**config.mk**
```make
export PLATFORM = sky130hd
export DESIGN_NAME = mem_arbiter
export DESIGN_NICKNAME = d
export VERILOG_FILES = /design/src/rtl/mem_arbiter.sv
export SDC_FILE = /design/constraint.sdc
export NUM_CORES = 1
export LEC_CHECK = 0
export CORE_AREA = 2 2 136 138
export CTS_CLUSTER_DIAMETER = 120
export DETAILED_ROUTE_END_ITERATION = 8
export DIE_AREA = 0 0 138 140
export PLACE_DENSITY_LB_ADDON = 0.25
export RECOVER_POWER = 50
export SKIP_CTS_REPAIR_TIMING = 1
export SLEW_MARGIN = 20
export SYNTH_ARGS = -nofsm -noshare
export SYNTH_HDL_FRONTEND = slang
export SYNTH_SLANG_ARGS = --single-unit
export TNS_END_PERCENT = 1
```
**constraint.sdc**
```tcl
create_clock -name clk -period 3.56 [get_ports clk]
set_clock_uncertainty 0.05 [all_clocks]
set_input_delay 0.89 -clock clk [delete_from_list [all_inputs] [get_ports clk]]
set_output_delay 0.89 -clock clk [all_outputs]
set_load 0.02 [all_outputs]
```
**src/rtl/mem_arbiter.sv**
```systemverilog
// rtl/mem_arbiter.sv - two-port round-robin memory arbiter with ack timeout
module mem_arbiter #(
    parameter int WIDTH   = 32,
    parameter int TIMEOUT = 16
) (
    input  logic             clk,
    input  logic             reset,
    input  logic             cpu_req,
    input  logic             cpu_we,
    input  logic [WIDTH-1:0] cpu_addr,
    input  logic [WIDTH-1:0] cpu_wdata,
    output logic [WIDTH-1:0] cpu_rdata,
    output logic             cpu_ready,
    input  logic             dbg_req,
    input  logic             dbg_we,
    input  logic [WIDTH-1:0] dbg_addr,
    input  logic [WIDTH-1:0] dbg_wdata,
    output logic [WIDTH-1:0] dbg_rdata,
    output logic             dbg_ready,
    output logic             mem_en,
    output logic             mem_we,
    output logic [WIDTH-1:0] mem_addr,
    output logic [WIDTH-1:0] mem_wdata,
    input  logic [WIDTH-1:0] mem_rdata,
    input  logic             mem_ack,
    output logic             timeout_flag
);

    localparam int CW = (TIMEOUT > 2) ? $clog2(TIMEOUT) : 1;
    localparam logic [CW-1:0] LAST_WAIT = CW'(TIMEOUT - 1);

    typedef enum logic [1:0] {
        IDLE    = 2'd0,
        CPU_ACC = 2'd1,
        DBG_ACC = 2'd2,
        RESP    = 2'd3
    } state_t;

    state_t            state;
    state_t            next_state;
    logic              last_grant;   // 1: debug port was granted most recently
    logic              lat_we;
    logic [WIDTH-1:0]  lat_addr;
    logic [WIDTH-1:0]  lat_wdata;
    logic [CW-1:0]     wait_cnt;
    logic              in_acc;
    logic              grant;

    assign in_acc = (state == CPU_ACC) || (state == DBG_ACC);
    assign grant  = (state == IDLE) && (next_state != IDLE);

    // Memory strobes are decoded from the state register so they drop the
    // moment reset forces IDLE; latched fields are gated to zero outside ACC.
    assign mem_en    = in_acc;
    assign mem_we    = in_acc && lat_we;
    assign mem_addr  = in_acc ? lat_addr  : '0;
    assign mem_wdata = in_acc ? lat_wdata : '0;

    // last_grant always names the port of the access being completed in RESP.
    assign cpu_ready = (state == RESP) && !last_grant;
    assign dbg_ready = (state == RESP) && last_grant;

    // State register
    always_ff @(posedge clk or negedge reset) begin
        if (!reset) begin
            state <= IDLE;
        end else begin
            state <= next_state;
        end
    end

    // Next-state: round-robin on ties, ack beats timeout, RESP lasts one cycle
    always_comb begin
        next_state = state;
        case (state)
            IDLE: begin
                if (cpu_req && dbg_req) begin
                    next_state = last_grant ? CPU_ACC : DBG_ACC;
                end else if (cpu_req) begin
                    next_state = CPU_ACC;
                end else if (dbg_req) begin
                    next_state = DBG_ACC;
                end
            end
            CPU_ACC, DBG_ACC: begin
                if (mem_ack || (wait_cnt == LAST_WAIT)) begin
                    next_state = RESP;
                end
            end
            RESP: next_state = IDLE;
            default: next_state = IDLE;
        endcase
    end

    // Grant latching, wait counting, read-data capture and sticky timeout flag
    always_ff @(posedge clk or negedge reset) begin
        if (!reset) begin
            last_grant   <= 1'b1;
            lat_we       <= 1'b0;
            lat_addr     <= '0;
            lat_wdata    <= '0;
            wait_cnt     <= '0;
            cpu_rdata    <= '0;
            dbg_rdata    <= '0;
            timeout_flag <= 1'b0;
        end else if (grant) begin
            wait_cnt <= '0;
            if (next_state == DBG_ACC) begin
                last_grant <= 1'b1;
                lat_we     <= dbg_we;
                lat_addr   <= dbg_addr;
                lat_wdata  <= dbg_wdata;
            end else begin
                last_grant <= 1'b0;
                lat_we     <= cpu_we;
                lat_addr   <= cpu_addr;
                lat_wdata  <= cpu_wdata;
            end
        end else if (in_acc) begin
            if (mem_ack) begin
                if (!lat_we) begin
                    if (last_grant) begin
                        dbg_rdata <= mem_rdata;
                    end else begin
                        cpu_rdata <= mem_rdata;
                    end
                end
            end else if (wait_cnt == LAST_WAIT) begin
                // Forced completion: a timed-out read returns zero
                timeout_flag <= 1'b1;
                if (!lat_we) begin
                    if (last_grant) begin
                        dbg_rdata <= '0;
                    end else begin
                        cpu_rdata <= '0;
                    end
                end
            end else begin
                wait_cnt <= wait_cnt + 1'b1;
            end
        end
    end

endmodule
```
# Word level (Yosys, flattened, before mapping)
# Index checks and enable logic that the tools add are counted.
# W data, S select, Z words.
[word_totals] register_bits=137
[op_classes] add_sub_neg=1 n_eq_ne=7 n_mux=28 bitwise_logic=4 reduce_logical=17
[ops] operator="$mux W32" count=16
[ops] operator="$mux W4" count=4
[ops] operator="$mux W2" count=5
[ops] operator="$reduce_and A5 Y1" count=2
[ops] operator="$eq A2 B2 Y1 const B" count=3
[ops] operator="$pmux W2 S3" count=1
[ops] operator="$reduce_bool A2 Y1" count=3
[ops] operator="$logic_and A1 B1 Y1" count=5
[ops] operator="$add A4 B1 Y4 const B" count=1
[ops] operator="$eq A4 B4 Y1 const B" count=1
[ops] operator="$not A1 Y1" count=4
[ops] operator="$reduce_and A4 Y1" count=1
[ops] operator="$reduce_and A3 Y1" count=1
[ops] operator="$eq A2 B1 Y1 const B" count=1
[ops] operator="$logic_not A2 Y1" count=1
[ops] operator="$logic_or A1 B1 Y1" count=2
[ops] operator="$mux W1" count=2
[ops] operator="$ne A2 B1 Y1 const B" count=1
[ops] operator="$ne A2 B2 Y1 const B" count=1
[ops] operator="$reduce_or A2 Y1" count=1
[ops] operator="$logic_not A1 Y1" count=1

# Longest topological paths before layout
[depth] depth_word=8 ltp_mapped=8

# Least setup slack after synthesis
# No wires, ideal clock.
[synth_timing] kind="register to output" startpoint="reg state[0]" endpoint="out mem_addr[22]" t_arrival_ns=1.849 required_ns=2.620 path_slack_ns=0.771 path_stages_with_launch=7 n_path_buf=3 cell_sequence="dfrtp_1 > inv_1 > ha_1 > clkbuf_1 > clkbuf_1 > clkbuf_1 > and2_1"
[synth_between] elab_chain_cells=3 word_cells_on_any_way=4
[synth_rtl] element="start: declaration" line_no="39" rtl="state_t state;"
[synth_rtl] element="start signal: assignment" line_no="68" rtl="state <= next_state;"
[synth_rtl] element="$eq A2 B1 Y1 / $eq A2 B2 Y1 (equally long branches)" line_no="49" rtl="assign in_acc = (state == CPU_ACC) || (state == DBG_ACC);"
[synth_rtl] element="$logic_or A1 B1 Y1 (*)" line_no="49"
[synth_rtl] element="via mem_en" line_no="20" rtl="output logic mem_en,"
[synth_rtl] element="$mux W32 (*)" line_no="56" rtl="assign mem_addr = in_acc ? lat_addr : '0;"
[synth_rtl] element="end: declaration" line_no="22" rtl="output logic [WIDTH-1:0] mem_addr,"
# Mark *: on every way through the listed nets, which the timed path passes. The rest lies on a longest branch.

# Worst setup path in the final report
[layout_timing] startpoint="reg state[1]" endpoint="out mem_addr[28]"
[layout_between] elab_chain_cells=3 word_cells_on_any_way=4
[layout_rtl] element="$eq A2 B1 Y1 / $eq A2 B2 Y1 (equally long branches)" line_no="49"
[layout_rtl] element="$logic_or A1 B1 Y1 (*)" line_no="49"
[layout_rtl] element="$mux W32 (*)" line_no="56"
# Every way passes the cells marked *; elsewhere a longest branch is shown, timed or not.

==> results.sh <==
export IMPL_crit_slowest_cell="clkdlybuf4s50_1"
export IMPL_postPlaceCellArea_um2=9430
export IMPL_routedWlPerCell_um=17.3
export IMPL_relSlewSlack=-0.557
export IMPL_start_kind="flop"
export IMPL_cts_sinks=137
export IMPL_ctsRootBufferMaster="clkbuf_16"
export IMPL_critPathArrivalTime_ns=2.45
export IMPL_fill_cells=1591
export IMPL_antenna_left=0
export IMPL_power_mw=9.61
export IMPL_fin_setup_tns_ns=0
export IMPL_setup_viol=0
export IMPL_first_pass_iters=5
export IMPL_areaGrowthSynthToFinish_pct=62.0
export IMPL_drt_drc_violations_left=0
export IMPL_yosys_warnings=0
export IMPL_syn_nets=756
export IMPL_wirelength_mm=19.3
export IMPL_synth_edf_count=0
export IMPL_utilization=0.563
export IMPL_layout_min_cycle_time_ns=3.39
export IMPL_max_freq_mhz=295
export IMPL_dp_hpwl_mm=13.5
export IMPL_async_flop_share=1.00
export IMPL_grt_pass1_wl_mm=30.1
export IMPL_gp_congestion=0.781
export IMPL_cp_end_kind="primary output"
export IMPL_antenna_found_initial=0
export IMPL_tritoncts="built"
export IMPL_critPathRequiredTime_ns=2.62
export IMPL_drt_iter0_markers=291
export IMPL_diodes=0
export IMPL_gr_total_overflow=0
export IMPL_finalNetCount=1042
export IMPL_synth_main_ff_cell="dfrtp_1"
export IMPL_netlist_area_um2=6180
export IMPL_grt_pass1_vias=5595
export IMPL_vdd_drop_max_v=0.000540
export IMPL_maxCapViolCount=2
export IMPL_htreeDepth=4
export IMPL_yosysUniqueCellTypes=29
export IMPL_clk_latency_ns=0.41
export IMPL_num_vias=5421
export IMPL_p_leak_nw=4.24
export IMPL_portBuffers=299
export IMPL_grt_setup_unrepaired="no"
export IMPL_worst_slew_pin_slew_ns=2.34
export IMPL_cpPeakStageDelay_ns=0.61
export IMPL_syn_avg_cell_area_um2=10.6
export IMPL_slew_violations=83
export IMPL_die_area_um2=19300
export IMPL_row_count=49
export IMPL_final_area_um2=10000
export IMPL_core_area_um2=17800
export IMPL_ys_seq_area_frac=0.555
export IMPL_path_cells="inv_1 -> ha_2 -> clkbuf_16 -> and2_1 -> clkdlybuf4s50_1"
export IMPL_violations="max-capacitance violations, max-slew violations"
export IMPL_cts_reportedPaths_clkPinSlew_ns=0.06
export IMPL_die_h_um=140
export IMPL_worst_path_max_fanout=32
export IMPL_min_period_over_period=0.954
export IMPL_power_density_nw_per_um2=960
export IMPL_outcome="complete, but fails checks"
export IMPL_synthCells=586
export IMPL_post_drt_via_cell_ratio=4.87
export IMPL_grt_util_all_layers=0.196
export IMPL_cts_buffer_depth=2
export IMPL_min_path_type="flop to flop"
export IMPL_cts_buffers=17
export IMPL_drive_gt1_frac=0.132
export IMPL_fp_dieW_um=138
export IMPL_hold_viol=0
export IMPL_ys_ff_latch=137
export IMPL_ios=300
export IMPL_initial_core_util=0.348
export IMPL_grt_max_degree=66
export IMPL_path_class="flop to primary output"
-- layer usage --
layer  track usage  up-vias  part of all wire
met4        0.0741        0             0.023
met5             0        -                 0
met3        0.0701       25             0.079
met2         0.313      213              0.47
li1              -     2610                 -
met1         0.245     2573              0.43
-- area by class of cell --
cell class,instances,area (um^2),share of cell area
Sequential cell,137,3430,0.342
Timing Repair Buffer,313,3160,0.316
Multi-Input combinational cell,399,2550,0.255
Clock buffer,19,453,0.0452
Tap cell,229,287,0.0286
Clock inverter,13,116,0.0116
Inverter,4,15.0,0.00150
-- path summary, 6_finish.rpt --
check | startpoint | endpoint | slack [ns] | depth (start not counted)
worst min-delay path | dbg_rdata[0]$_DFFE_PN0P_ | dbg_rdata[0]$_DFFE_PN0P_ | 0.42 | 2
min in group asynchronous | reset | dbg_rdata[21]$_DFFE_PN0P_ | 1.33 | 1
worst max register to register | last_grant$_DFFE_PN1P_ | lat_wdata[20]$_DFFE_PN0P_ | 1.45 | 5
worst min register to register | dbg_rdata[0]$_DFFE_PN0P_ | dbg_rdata[0]$_DFFE_PN0P_ | 0.42 | 2
worst max-delay path | state[1]$_DFF_PN0_ | mem_addr[28] | 0.17 | 5
max in group asynchronous | reset | dbg_rdata[18]$_DFFE_PN0P_ | 0.57 | 2
-- registers in the layout, summed over array words and instances, names as in the netlist --
name,flops
cpu_rdata,32
state,2
last_grant,1
timeout_flag,1
wait_cnt,4
lat_wdata,32
lat_addr,32
lat_we,1
dbg_rdata,32
-- cells by family after synthesis --
logic type / synth area share
compound gates: 0.189
xor+xnor: 0.00425
flops: 0.555
mux: 0.00162
fa+ha+maj: 0.00607
buf+inv: 0.0330
simple gates: 0.212
-- worst max-delay path: cells and delay by family (launching register included) --
kind | cells | cell delay, ns
adders and majority gates | 1 | 0.47
and+or+nand+nor | 1 | 0.16
buffers and inverters | 3 | 0.96
DFF | 1 | 0.46
-- placed cells by master, fill, tap and decap left out, types with 2 or more instances in the layout --
cell	instances
clkdlybuf4s50_1	246
nor2_1	5
nand3_1	4
a21oi_1	3
ha_1	2
or2b_1	2
nand4_2	2
clkinvlp_4	3
nor2b_1	5
inv_6	3
nand2_1	101
nand2b_1	64
buf_12	4
inv_1	4
clkbuf_16	18
dfrtp_1	136
buf_4	8
clkinv_2	4
xor2_1	3
dlygate4sd3_1	52
o21ai_0	65
o21a_1	2
a31o_2	2
clkinv_4	2
and2_1	66
clkbuf_8	2
o221a_2	64
-- cells in the mapped netlist (2+ instances only) --
library cell	n	area, um^2
a21oi_1	3	15.0
a31o_2	2	17.5
dfrtp_1	136	3400
clkbuf_1	31	116
o221a_2	64	721
nand2_1	101	379
o21a_1	2	15.0
o21ai_0	65	325
nand4_2	2	25.0
and2_1	66	413
or2b_1	2	15.0
nor2_1	5	18.8
nor2b_1	5	31.3
nand3_1	4	20.0
inv_1	4	15.0
ha_1	3	37.5
buf_1	2	7.51
nand2b_1	64	400
xor2_1	3	26.3
buf_2	13	65.1
-- where the power goes --
group | total, mW | internal (mW) | leakage, nW | switching (mW)
clock | 1.69 | 1.00 | 0.276 | 0.688
sequential | 2.54 | 2.20 | 1.67 | 0.339
combinational | 5.38 | 2.71 | 2.29 | 2.67
total | 9.61 | 5.91 | 4.24 | 3.70
-- metrics by stage --
step	hold slack, ns	setup WS [ns]	instances
final	0.420	0.165	1114
after global routing	0.448	0.0308	1114
after global placement	0.400	0.556	1081
after detailed placement	0.420	0.524	1081
after floorplan	0.444	0.771	586
after CTS	0.366	0.0768	1113
No activity file was read; power rests on OpenSTA's default activity.
